### src/rtl/dip_pkg.sv
// dip_pkg: shared types and default sizing for the DIP-switch reader.
// Imported by dip_reader and dip_debounce.
package dip_pkg;

  typedef enum logic [1:0] {
    IDLE,
    LOAD,
    SHIFT,
    DONE
  } dip_state_t;

  localparam int DIP_WIDTH  = 8;
  localparam int DIP_GAP    = 4;
  localparam int DIP_STABLE = 3;

endpackage

### src/rtl/dip_debounce.sv
// dip_debounce: tracks consecutive identical scans and decides when the
// reader may commit a new switch word (used under DIP_DEBOUNCE_EN).
module dip_debounce
  import dip_pkg::*;
#(
  parameter int WIDTH        = DIP_WIDTH,
  parameter int STABLE_SCANS = DIP_STABLE
) (
  input  logic             clk,
  input  logic             rst_n,
  input  logic             word_valid,
  input  logic [WIDTH-1:0] word,
  input  logic [WIDTH-1:0] cur,
  output logic             commit
);

  logic [WIDTH-1:0] prev;
  logic [3:0]       cnt;
  logic [3:0]       cnt_nxt;

  // Match count after this scan; saturates once the word is stable.
  always_comb begin
    cnt_nxt = cnt;
    if (word == prev) begin
      if (cnt != 4'(STABLE_SCANS))
        cnt_nxt = cnt + 4'd1;
    end else begin
      cnt_nxt = 4'd1;
    end
  end

  assign commit = word_valid
               && (cnt_nxt == 4'(STABLE_SCANS))
               && (word != cur);

  // Remember the last scan word and its run length.
  always_ff @(posedge clk or negedge rst_n) begin
    if (!rst_n) begin
      prev <= '0;
      cnt  <= '0;
    end else if (word_valid) begin
      prev <= word;
      cnt  <= cnt_nxt;
    end
  end

endmodule

### src/rtl/dip_reader.sv
// dip_reader: scans an external 74HC165-style DIP chain into a word.
// Define DIP_DEBOUNCE_EN to require STABLE_SCANS equal scans per update.
module dip_reader
  import dip_pkg::*;
#(
  parameter int WIDTH      = DIP_WIDTH,
  parameter int GAP        = DIP_GAP,
`ifdef DIP_DEBOUNCE_EN
  parameter int STABLE_SCANS = DIP_STABLE,
`endif
  parameter int ACTIVE_LOW = 1
) (
  input  logic             clk,
  input  logic             rst_n,
  input  logic             scan_en,
  input  logic             DIP_data,
  output logic             DIP_latch,
  output logic [WIDTH-1:0] DIP_out,
  output logic             DIP_valid,
  output logic             DIP_changed
);

  localparam int   CW     = $clog2(WIDTH + 1);
  localparam logic AL_BIT = (ACTIVE_LOW != 0);

  dip_state_t       state;
  logic [7:0]       gap_cnt;
  logic [CW-1:0]    bit_cnt;
  logic [WIDTH-1:0] shreg;
  logic [WIDTH-1:0] sh_nxt;
  logic             bit_in;
  logic             last_bit;
  logic             gap_at;
  logic             upd;

  assign bit_in   = DIP_data ^ AL_BIT;
  assign sh_nxt   = WIDTH'({shreg, bit_in});
  assign last_bit = (bit_cnt == CW'(WIDTH - 1));
  assign gap_at   = (gap_cnt == 8'(GAP));

`ifdef DIP_DEBOUNCE_EN
  dip_debounce #(
    .WIDTH        (WIDTH),
    .STABLE_SCANS (STABLE_SCANS)
  ) u_debounce (
    .clk        (clk),
    .rst_n      (rst_n),
    .word_valid (state == SHIFT && last_bit),
    .word       (sh_nxt),
    .cur        (DIP_out),
    .commit     (upd)
  );
`else
  assign upd = 1'b1;
`endif

  // Scan sequencer: gap wait, load pulse, serial shift, commit.
  always_ff @(posedge clk or negedge rst_n) begin
    if (!rst_n) begin
      state       <= IDLE;
      gap_cnt     <= '0;
      bit_cnt     <= '0;
      shreg       <= '0;
      DIP_latch   <= 1'b1;
      DIP_out     <= '0;
      DIP_valid   <= 1'b0;
      DIP_changed <= 1'b0;
    end else begin
      DIP_valid   <= 1'b0;
      DIP_changed <= 1'b0;
      unique case (state)
        IDLE, DONE: begin
          state <= IDLE;
          if (!gap_at) begin
            gap_cnt <= gap_cnt + 8'd1;
          end else if (scan_en) begin
            state     <= LOAD;
            DIP_latch <= 1'b0;
          end
        end
        LOAD: begin
          state     <= SHIFT;
          DIP_latch <= 1'b1;
          bit_cnt   <= '0;
        end
        SHIFT: begin
          shreg <= sh_nxt;
          if (last_bit) begin
            state     <= DONE;
            gap_cnt   <= '0;
            DIP_valid <= 1'b1;
            if (upd) begin
              DIP_out     <= sh_nxt;
              DIP_changed <= (sh_nxt != DIP_out);
            end
          end else begin
            bit_cnt <= bit_cnt + CW'(1);
          end
        end
      endcase
    end
  end

endmodule

### config.mk
export PLATFORM = sky130hd
export DESIGN_NAME = dip_reader
export DESIGN_NICKNAME = d
export VERILOG_FILES = /design/src/rtl/dip_pkg.sv /design/src/rtl/dip_debounce.sv /design/src/rtl/dip_reader.sv
export SDC_FILE = /design/constraint.sdc
export NUM_CORES = 1
export LEC_CHECK = 0
export CAP_MARGIN = 40
export CORE_MARGIN = 2
export CORE_UTILIZATION = 35
export CTS_CLUSTER_DIAMETER = 80
export CTS_CLUSTER_SIZE = 16
export DETAILED_ROUTE_END_ITERATION = 16
export GPL_TIMING_DRIVEN = 0
export REMOVE_ABC_BUFFERS = 1
export SLEW_MARGIN = 25
export SYNTH_ARGS = -nofsm -noshare
export SYNTH_HDL_FRONTEND = slang
export SYNTH_SLANG_ARGS = --single-unit
### constraint.sdc
create_clock -name clk -period 2.1 [get_ports clk]
set_input_delay 0.21 -clock clk [delete_from_list [all_inputs] [get_ports clk]]
set_output_delay 0.21 -clock clk [all_outputs]
set_load 0.005 [all_outputs]
==> results of run 1 <==
-- power breakdown --
group | internal [mW] | switching (mW)
sequential | 0.872 | 0.268
clock | 0.292 | 0.214
combinational | 0.663 | 0.545
total | 1.83 | 1.03
-- layout make-up --
cell class              count  area, um^2
fillers                   417        2400
clock buffers               7        96.3
multi-input cells         106         763
inverters                  10        42.5
repair buffers             21         218
well taps                  52        65.1
flip-flops and latches     32         802
-- worst max-delay path, stage by stage (launching register included) --
cell                        delay (ns)
sky130_fd_sc_hd__dfrtp_1          0.38
sky130_fd_sc_hd__inv_1            0.11
sky130_fd_sc_hd__ha_4             0.22
sky130_fd_sc_hd__buf_8            0.18
sky130_fd_sc_hd__nand4b_4         0.19
sky130_fd_sc_hd__clkinv_4         0.14
sky130_fd_sc_hd__a2bb2oi_4        0.22
sky130_fd_sc_hd__nand2b_2         0.13
sky130_fd_sc_hd__o31ai_2          0.22
-- state kept, by name, indices dropped and copies added, names as in the netlist --
name / flops
state: 2
DIP_changed: 1
DIP_out: 8
DIP_valid: 1
shreg: 7
bit_cnt: 4
DIP_latch: 1
gap_cnt: 8
-- repair_timing --
item / CTS / global route
gates cloned: 0 / 0
resized for setup: 2 / 0
hold endpoints to repair: 13 / 0
hold buffers: 1 / 0
endpoints found under the setup margin: 4 / 2
setup buffers: 0 / 4
pin swaps: 0 / 0
-- placed cells by master, fill, tap and decap left out, drive strengths merged --
master,instances
a21oi,4
a2bb2oi,1
a31oi,1
a41oi,1
and3,1
and4,1
and4bb,1
buf,7
clkbuf,7
clkdlybuf4s50,13
clkinv,1
dfrtp,31
dfstp,1
dlygate4sd3,1
ha,5
inv,9
mux2,8
mux2i,4
nand2,26
nand2b,3
nand3,5
nand3b,1
nand4,4
nand4b,1
nor2,5
nor2b,2
nor4,2
nor4b,1
o21a,1
o21ai,13
o22a,1
o22ai,2
o31ai,3
xnor2,2
xor2,7
-- logic make-up after synthesis --
family | Yosys count | share of synthesized area [%]
AO/OA/AOI/OAI | 27 | 12.0
buffers and inverters | 13 | 3.35
multiplexers | 12 | 8.10
XOR/XNOR | 9 | 4.91
adder cells (fa/ha/maj) | 5 | 3.89
AND/OR/NAND/NOR | 53 | 17.8
flip-flops | 32 | 49.9
-- layer usage --
metal  vias to the layer above  GRT usage (%)  wire length, um
met1                       552           16.8             1410
met2                        21           21.0             1480
li1                        572              -                -
met4                         0           4.40               36
met5                         -              0                0
met3                         5           4.22              110
-- cells in the mapped netlist, drive strengths merged (2+ instances only) --
master	instances	area share (%)
o31ai	3	2.3
nor4	2	0.78
o21ai	13	4.0
o22ai	2	0.78
nor2b	2	0.78
nand2b	3	1.3
dfrtp	31	48
nor2	5	1.2
nand4	4	1.6
ha	5	3.9
mux2	8	5.6
inv	9	2.1
xnor2	2	1.1
nand3	5	1.6
mux2i	4	2.5
xor2	7	3.8
a21oi	4	1.2
clkbuf	3	0.70
nand2	26	6.1
-- stage by stage --
stage / util [%] / TNS [ns] / instances / cell area, um^2 / total power, mW
floorplan: - / 0 / 148 / 1600 / 1.87
global placement: 41.1 / -1.35 / 214 / 1800 / 2.23
detailed placement: 41.9 / -0.273 / 216 / 1840 / 2.32
CTS: 44.6 / 0 / 224 / 1960 / 2.87
global route: 45.3 / 0 / 228 / 1990 / 3.08
finish: 45.3 / 0 / 228 / 1990 / 2.85
-- how the worst max path moves through the flow --
stage / slack (ns) / end / cells after the start
CTS: 0.08 / gap_cnt[7] / 8
floorplan: 0.13 / gap_cnt[3] / 7
global placement: -0.31 / gap_cnt[3] / 7
detailed placement: -0.10 / gap_cnt[7] / 8
global route: 0.09 / gap_cnt[3] / 8
finish: 0.20 / gap_cnt[7] / 8
==> metrics list, run 1 <==
- Worst EP arrival: 2.08 ns
- Layout net count: 185
- LEAKAGE: 0.897 nW
- Measured against its own limit, the worst slew margin works out to approximately 67%.
- Global routing consumed, over all layers together, 13.1% of the routing resources.
- Post-detailed-route via-to-cell ratio: 5.04
- The HPWL after detailed placement is approximately 2200 um.
* Final hold viol count: 0
- Count of antenna-violating nets left after detailed routing: 0
* PwrDens: 1440 mW/mm^2
- By startpoint and endpoint, the worst setup path is classified as reg2reg.
* Skew-Pair Late Insertion Delay: 0.27 ns
- In this run the mean area of a mapped cell was between 10 and 15 um^2.
* Worst min-delay path category: in2async
* Min setup slack post-route: approximately 0.20 ns
* Result of the run: finished clean
* Max Slew Vio Count: 0
- Maximum achievable frequency: roughly 530 MHz
- Wires add up to 3030 um.
* Average wire per standard cell: ~13 um
- Placement-stage worst setup slack: -0.102 ns
* Overall die area: 0.00515 mm^2
- The number of global-route vias before repair came to around 1100.
- Worst slew pin tran: 0.488 ns
- Chip height: between 70 and 80 um
* Worst hold slack: 0.380 ns
- Max-cap violations in this run came to 0.
* Wire length of the first global-routing pass: about 5300 um
- Antenna violations before repair: 0
- From left edge to right edge, the die measures 71.8 um.
- The synthesized design contains 0 enable-type register cells.
- Layout overhead on the synthesized area: 23.7%
- The tree is rooted in a sky130_fd_sc_hd__clkbuf_8.
* Primary flip-flop cell chosen by synthesis mapping: sky130_fd_sc_hd__dfrtp_1
- The repair_antennas step left the layout with diodes totalling 0.
- Origin of the critical flop-to-flop path: state[0]
- Share of layout cells above drive strength 1: 17.6%
- During placement, the flow inserted port buffers numbering 14.
- Counting the buffers created by CTS gives 5.
- Worst reg2reg path depth: 8
- Req. time, crit path: approximately 2.3 ns
* Clock tree from TritonCTS: built
- Maximum fanout encountered on the critical timing path: 16
- Row count: 24
* Launch point of the worst path: state[0]
- STA classifies the critical path endpoint as a register.
- Routability congestion estimate: 0.781
- For the final database, setup skew stands at 0.00181 ns.
* Distinct cells, synth: 35
- Starting density of the core: 36.6%
* Post-synthesis register bit count: 32
- The first TritonRoute pass finished after 4 iterations.
* Sink count of the clock tree: 32
- The worst path uses ~90% of the clock period.
* Area of the core: 0.00438 mm^2
* Part of the Yosys area used for sequential elements: about half
* Num ports: 15
* Total setup violations reported at the end of the flow: 0
- Async set-reset flop share out of synthesis: 100%
- Across the VDD grid, the largest voltage drop is 0.000507 V.
* DR vias: 1150
- Setup repair after global routing left no endpoint under its margin.
* Capture point of the worst reg-to-reg path: gap_cnt[7]
- Grt total ovfl: 0
* Kind of launch point of the worst setup path: register
* Post-Syn Area: 0.00161 mm^2
- Minimum clock period after layout: 1.90 ns
- Max H-tree Level: 2
- Starting DRT DRC Count: around 60
* Pin count of the biggest net entering global routing: 20
- In the synthesized netlist, the number of instances is ~150.
* Clock transition at the registers of the reported paths: ~0.060 ns
- The clock passes through at most 2 buffers.
- Register-to-register path setup slack: around 0.20 ns
* Synth warnings: 0
- Remaining design rule violation count: 0
Power figures use the tool's default switching activity.
==> run 2: changes to the inputs <==
- SLEW_MARGIN: 25 -> default
==> run 2 against run 1 <==
Against the previous run:
- via count decreased by 1.3%
- critical path type unchanged
- highest routed layer unchanged
- first-iteration DRC count decreased by 31%
- combinational power about the same
- register-to-register slack improved by 0.04 ns
- clock power increased by 14%
- core utilization decreased by 0.54 points
- die area unchanged
- sequential power about the same
- sequential cell count unchanged
==> metrics list, run 2 (synthesis results as in run 1) <==
- Count of antenna-violating nets left after detailed routing: 0 (unchanged)
* Kind of capture point of the worst setup path: register (unchanged)
- P_sw: 1.03 mW (about the same)
- Post-route non-filler standard cell count: 227 (was 228)
* Cell internal pwr: 1.88 mW (was 1.83 mW)
- Area of the core: 0.00438 mm^2 (unchanged)
- Total length of routed wires: 3020 um (was 3030 um)
- Min setup slack post-route: 0.240 ns (was 0.204 ns)
- The y dimension of the die came to 71.8 um (unchanged).
* Root cell of the clock tree: sky130_fd_sc_hd__clkbuf_8 (unchanged)
* Placed Cells incl. Taps: 215 (was 216)
- The maximum achievable frequency came to 538 MHz (was 528 MHz).
- The share of final-layout standard cells stronger than drive strength 1 is 16.6% (was 17.6%).
* Critical Setup Path Class: reg2reg (unchanged)
- Setup repair after global routing missed its margin: no (unchanged).
- The number of global-route vias before repair is 1104 (unchanged).
- Cell-by-cell listing of the critical path: inv_1, ha_4, buf_8, nand4b_4, clkinv_4, a2bb2oi_4, nand2b_2, o31ai_2 (unchanged)
- Worst min-delay path category: reg2reg (was in2async)
- Maximum fanout encountered on the critical timing path: 16 (unchanged)
- Diode count: 0 (unchanged)
- Accumulated negative setup slack: 0 ns (unchanged)
- The clock-pin slew of the registers on the worst-case setup and hold paths came to 0.06 ns (about the same).
- Power after layout: 2.91 mW (was 2.85 mW)
* Skew-Pair Late Insertion Delay: 0.28 ns (was 0.27 ns)
- The maximum count of clock buffers along a single path was 2 (unchanged).
* Final cycle utilization of the critical path: 88.6% (was 90.3%)
* Wire length of the first global-routing pass: 5290 um (was 5250 um)
- The die width came to 71.8 um (unchanged).
* Pin count of the biggest net entering global routing: 33 (was 20)
* Area of the multi-input gates: 763 um^2 (unchanged)
* LEAKAGE: 0.885 nW (was 0.897 nW)
- Number of buffers created by CTS: 5 (unchanged)
- FF+latch area: 802 um^2 (unchanged)
- The number of DRC violations after detailed routing was 0 (unchanged).
- The final net count was 183 (was 185).
- The number of failing setup endpoints in the final timing report came to 0 (unchanged).
- The number of pins exceeding their max-slew limit in the final report came to 0 (unchanged).
* Routability congestion estimate: 0.781 (unchanged)
- Slowest library cell on the worst path: sky130_fd_sc_hd__dfrtp_1 (unchanged)
* Layout overhead on the synthesized area: 22.2% (was 23.7%)
- The number of DRC markers in iteration 0 was 42 (was 61).
- The estimated wirelength of the detail-placed design is 2110 um (was 2190 um).
- Num ports: 15 (unchanged)
- Antenna violations before repair: 0 (unchanged)
- The initial standard-cell utilization of the core is 36.6% (unchanged).
- The largest vdd supply drop came to 0.000538 V (was 0.000507 V).
- The total iterations of the first detailed-routing run was 4 (unchanged).
- The commonest non-fill, non-tap cell in the layout is sky130_fd_sc_hd__dfrtp_1 (unchanged).
- The relative slew slack was 52.3% (was 67.3%).
- Result of the run: finished clean (unchanged).
- Sink count of the clock tree: 32 (unchanged)
- Final hold viol count: 0 (unchanged)
- Regs by FF count: DIP_out: 8 flops, gap_cnt: 8 flops, shreg: 7 flops (unchanged).
- The total congestion overflow is 0 (unchanged).
* Req. time, crit path: 2.29 ns (about the same)
- The proportion of power drawn by flip-flops and latches came to 39.2% (was 39.9%).
- The post-place setup slack was -0.116 ns (was -0.102 ns).
- The combinational power share came to 41.0% (was 42.3%).
* Worst path max stage delay: 0.38 ns (about the same)
- The die footprint was 0.00515 mm^2 (unchanged).
- Part of the total power dissipated in the clock network: 19.8% (was 17.7%)
- Switching fraction of total power: 35.4% (was 36.0%)
- The transition time at the pin with the least slew margin was 0.716 ns (was 0.488 ns).
* Layout filler cell count: 417 (unchanged)
* Global routing usage summed across all routing layers: 13.5% (was 13.1%)
* Kind of launch point of the worst setup path: register (unchanged)
- Post-detailed-route via-to-cell ratio: 5.00 (was 5.04)
- The maximum level of the CTS H-tree came to 2 (unchanged).
- Max-Cap Viols: 0 (unchanged)
- Row count: 24 (unchanged)
* Average wire per standard cell: 13.3 um (about the same)
- Clock tree from TritonCTS: built (unchanged)
* Leading cell types in the layout, fill and taps excluded: 31 x sky130_fd_sc_hd__dfrtp_1, 26 x sky130_fd_sc_hd__nand2_1, 13 x sky130_fd_sc_hd__clkdlybuf4s50_1 (unchanged)
- Minimum clock period after layout: 1.86 ns (was 1.90 ns)
- Clk_skew: 0.00527 ns (was 0.00181 ns)
- The power density relative to cell area is 1480 mW/mm^2 (was 1440 mW/mm^2).
- The overall via count from detail_route was 1135 (was 1150).
* Worst EP arrival: 2.05 ns (was 2.08 ns)
- The number of I/O port buffers was 14 (unchanged).
run 2: cell count changes in the layout (fill, tap and decap cells not counted), sizes merged:
cell    delta
buf        -2
bufinv     +1
clkbuf     -1
clkinv     +1
run 2: path summary, 6_finish.rpt:
kind	startpoint	to	slack, ns	cells after the start
max in group asynchronous	rst_n	bit_cnt[1]	1.12	2
min reg2reg	DIP_latch	DIP_latch	0.51	2
min in group asynchronous	rst_n	DIP_out[5]	0.52	2
min	DIP_latch	DIP_latch	0.51	2
max	state[0]	gap_cnt[3]	0.24	8
max reg2reg	state[0]	gap_cnt[3]	0.24	8
run 2: per-layer routing:
metal / share of wire, % / vias to the layer above / track usage (%)
met3: 3.2 / 4 / 4.64
met1: 47 / 546 / 17.2
met5: 0 / - / 0
met4: 1.4 / 0 / 5.03
li1: - / 570 / -
met2: 49 / 15 / 21.2
run 2: cell type report:
class	count	share of cell area, %
clock buffers	6	3.70
repair buffers	19	9.31
well taps	52	3.31
inverters	10	2.17
flip-flops and latches	32	40.9
multi-input cells	106	38.9
clock inverters	2	1.78
run 2: worst max-delay path, delay by kind of cell (launching register included):
kind | cells | cell delay, ns
AO/OA/AOI/OAI | 2 | 0.43
buffers and inverters | 3 | 0.42
flip-flops | 1 | 0.38
AND/OR/NAND/NOR | 2 | 0.30
adder cells (fa/ha/maj) | 1 | 0.23
run 2: through the flow:
step	hold slack [ns]	instance area, um^2	util (%)
after global routing	0.554	1960	44.8
after CTS	0.520	1940	44.3
after global placement	0.495	1800	41.1
final	0.512	1960	44.8
after floorplan	-0.0856	1600	-
after detailed placement	0.314	1810	41.3
run 2: power by group through the flow:
stage / Clock, mW / Sequential [mW] / Combinational (mW)
after CTS: 0.603 / 1.14 / 1.20
final: 0.575 / 1.14 / 1.19
after global routing: 0.635 / 1.19 / 1.34
after detailed placement: 0 / 1.15 / 1.16
after floorplan: 0 / 1.10 / 0.766
after global placement: 0 / 1.13 / 1.10
run 2: repair_timing:
item / 4_1_cts / 5_1_grt
endpoints found under the setup margin: 4 / 2
hold endpoints to repair: 4 / 0
gates resized for setup: 2 / 0
hold buffers: 1 / 0
buffers inserted: 0 / 3
==> run 3: changes to the inputs <==
- TNS_END_PERCENT: default -> 10
==> results of run 3 <==
No change in the layout: final DEF, timing and power equal those of run 2.
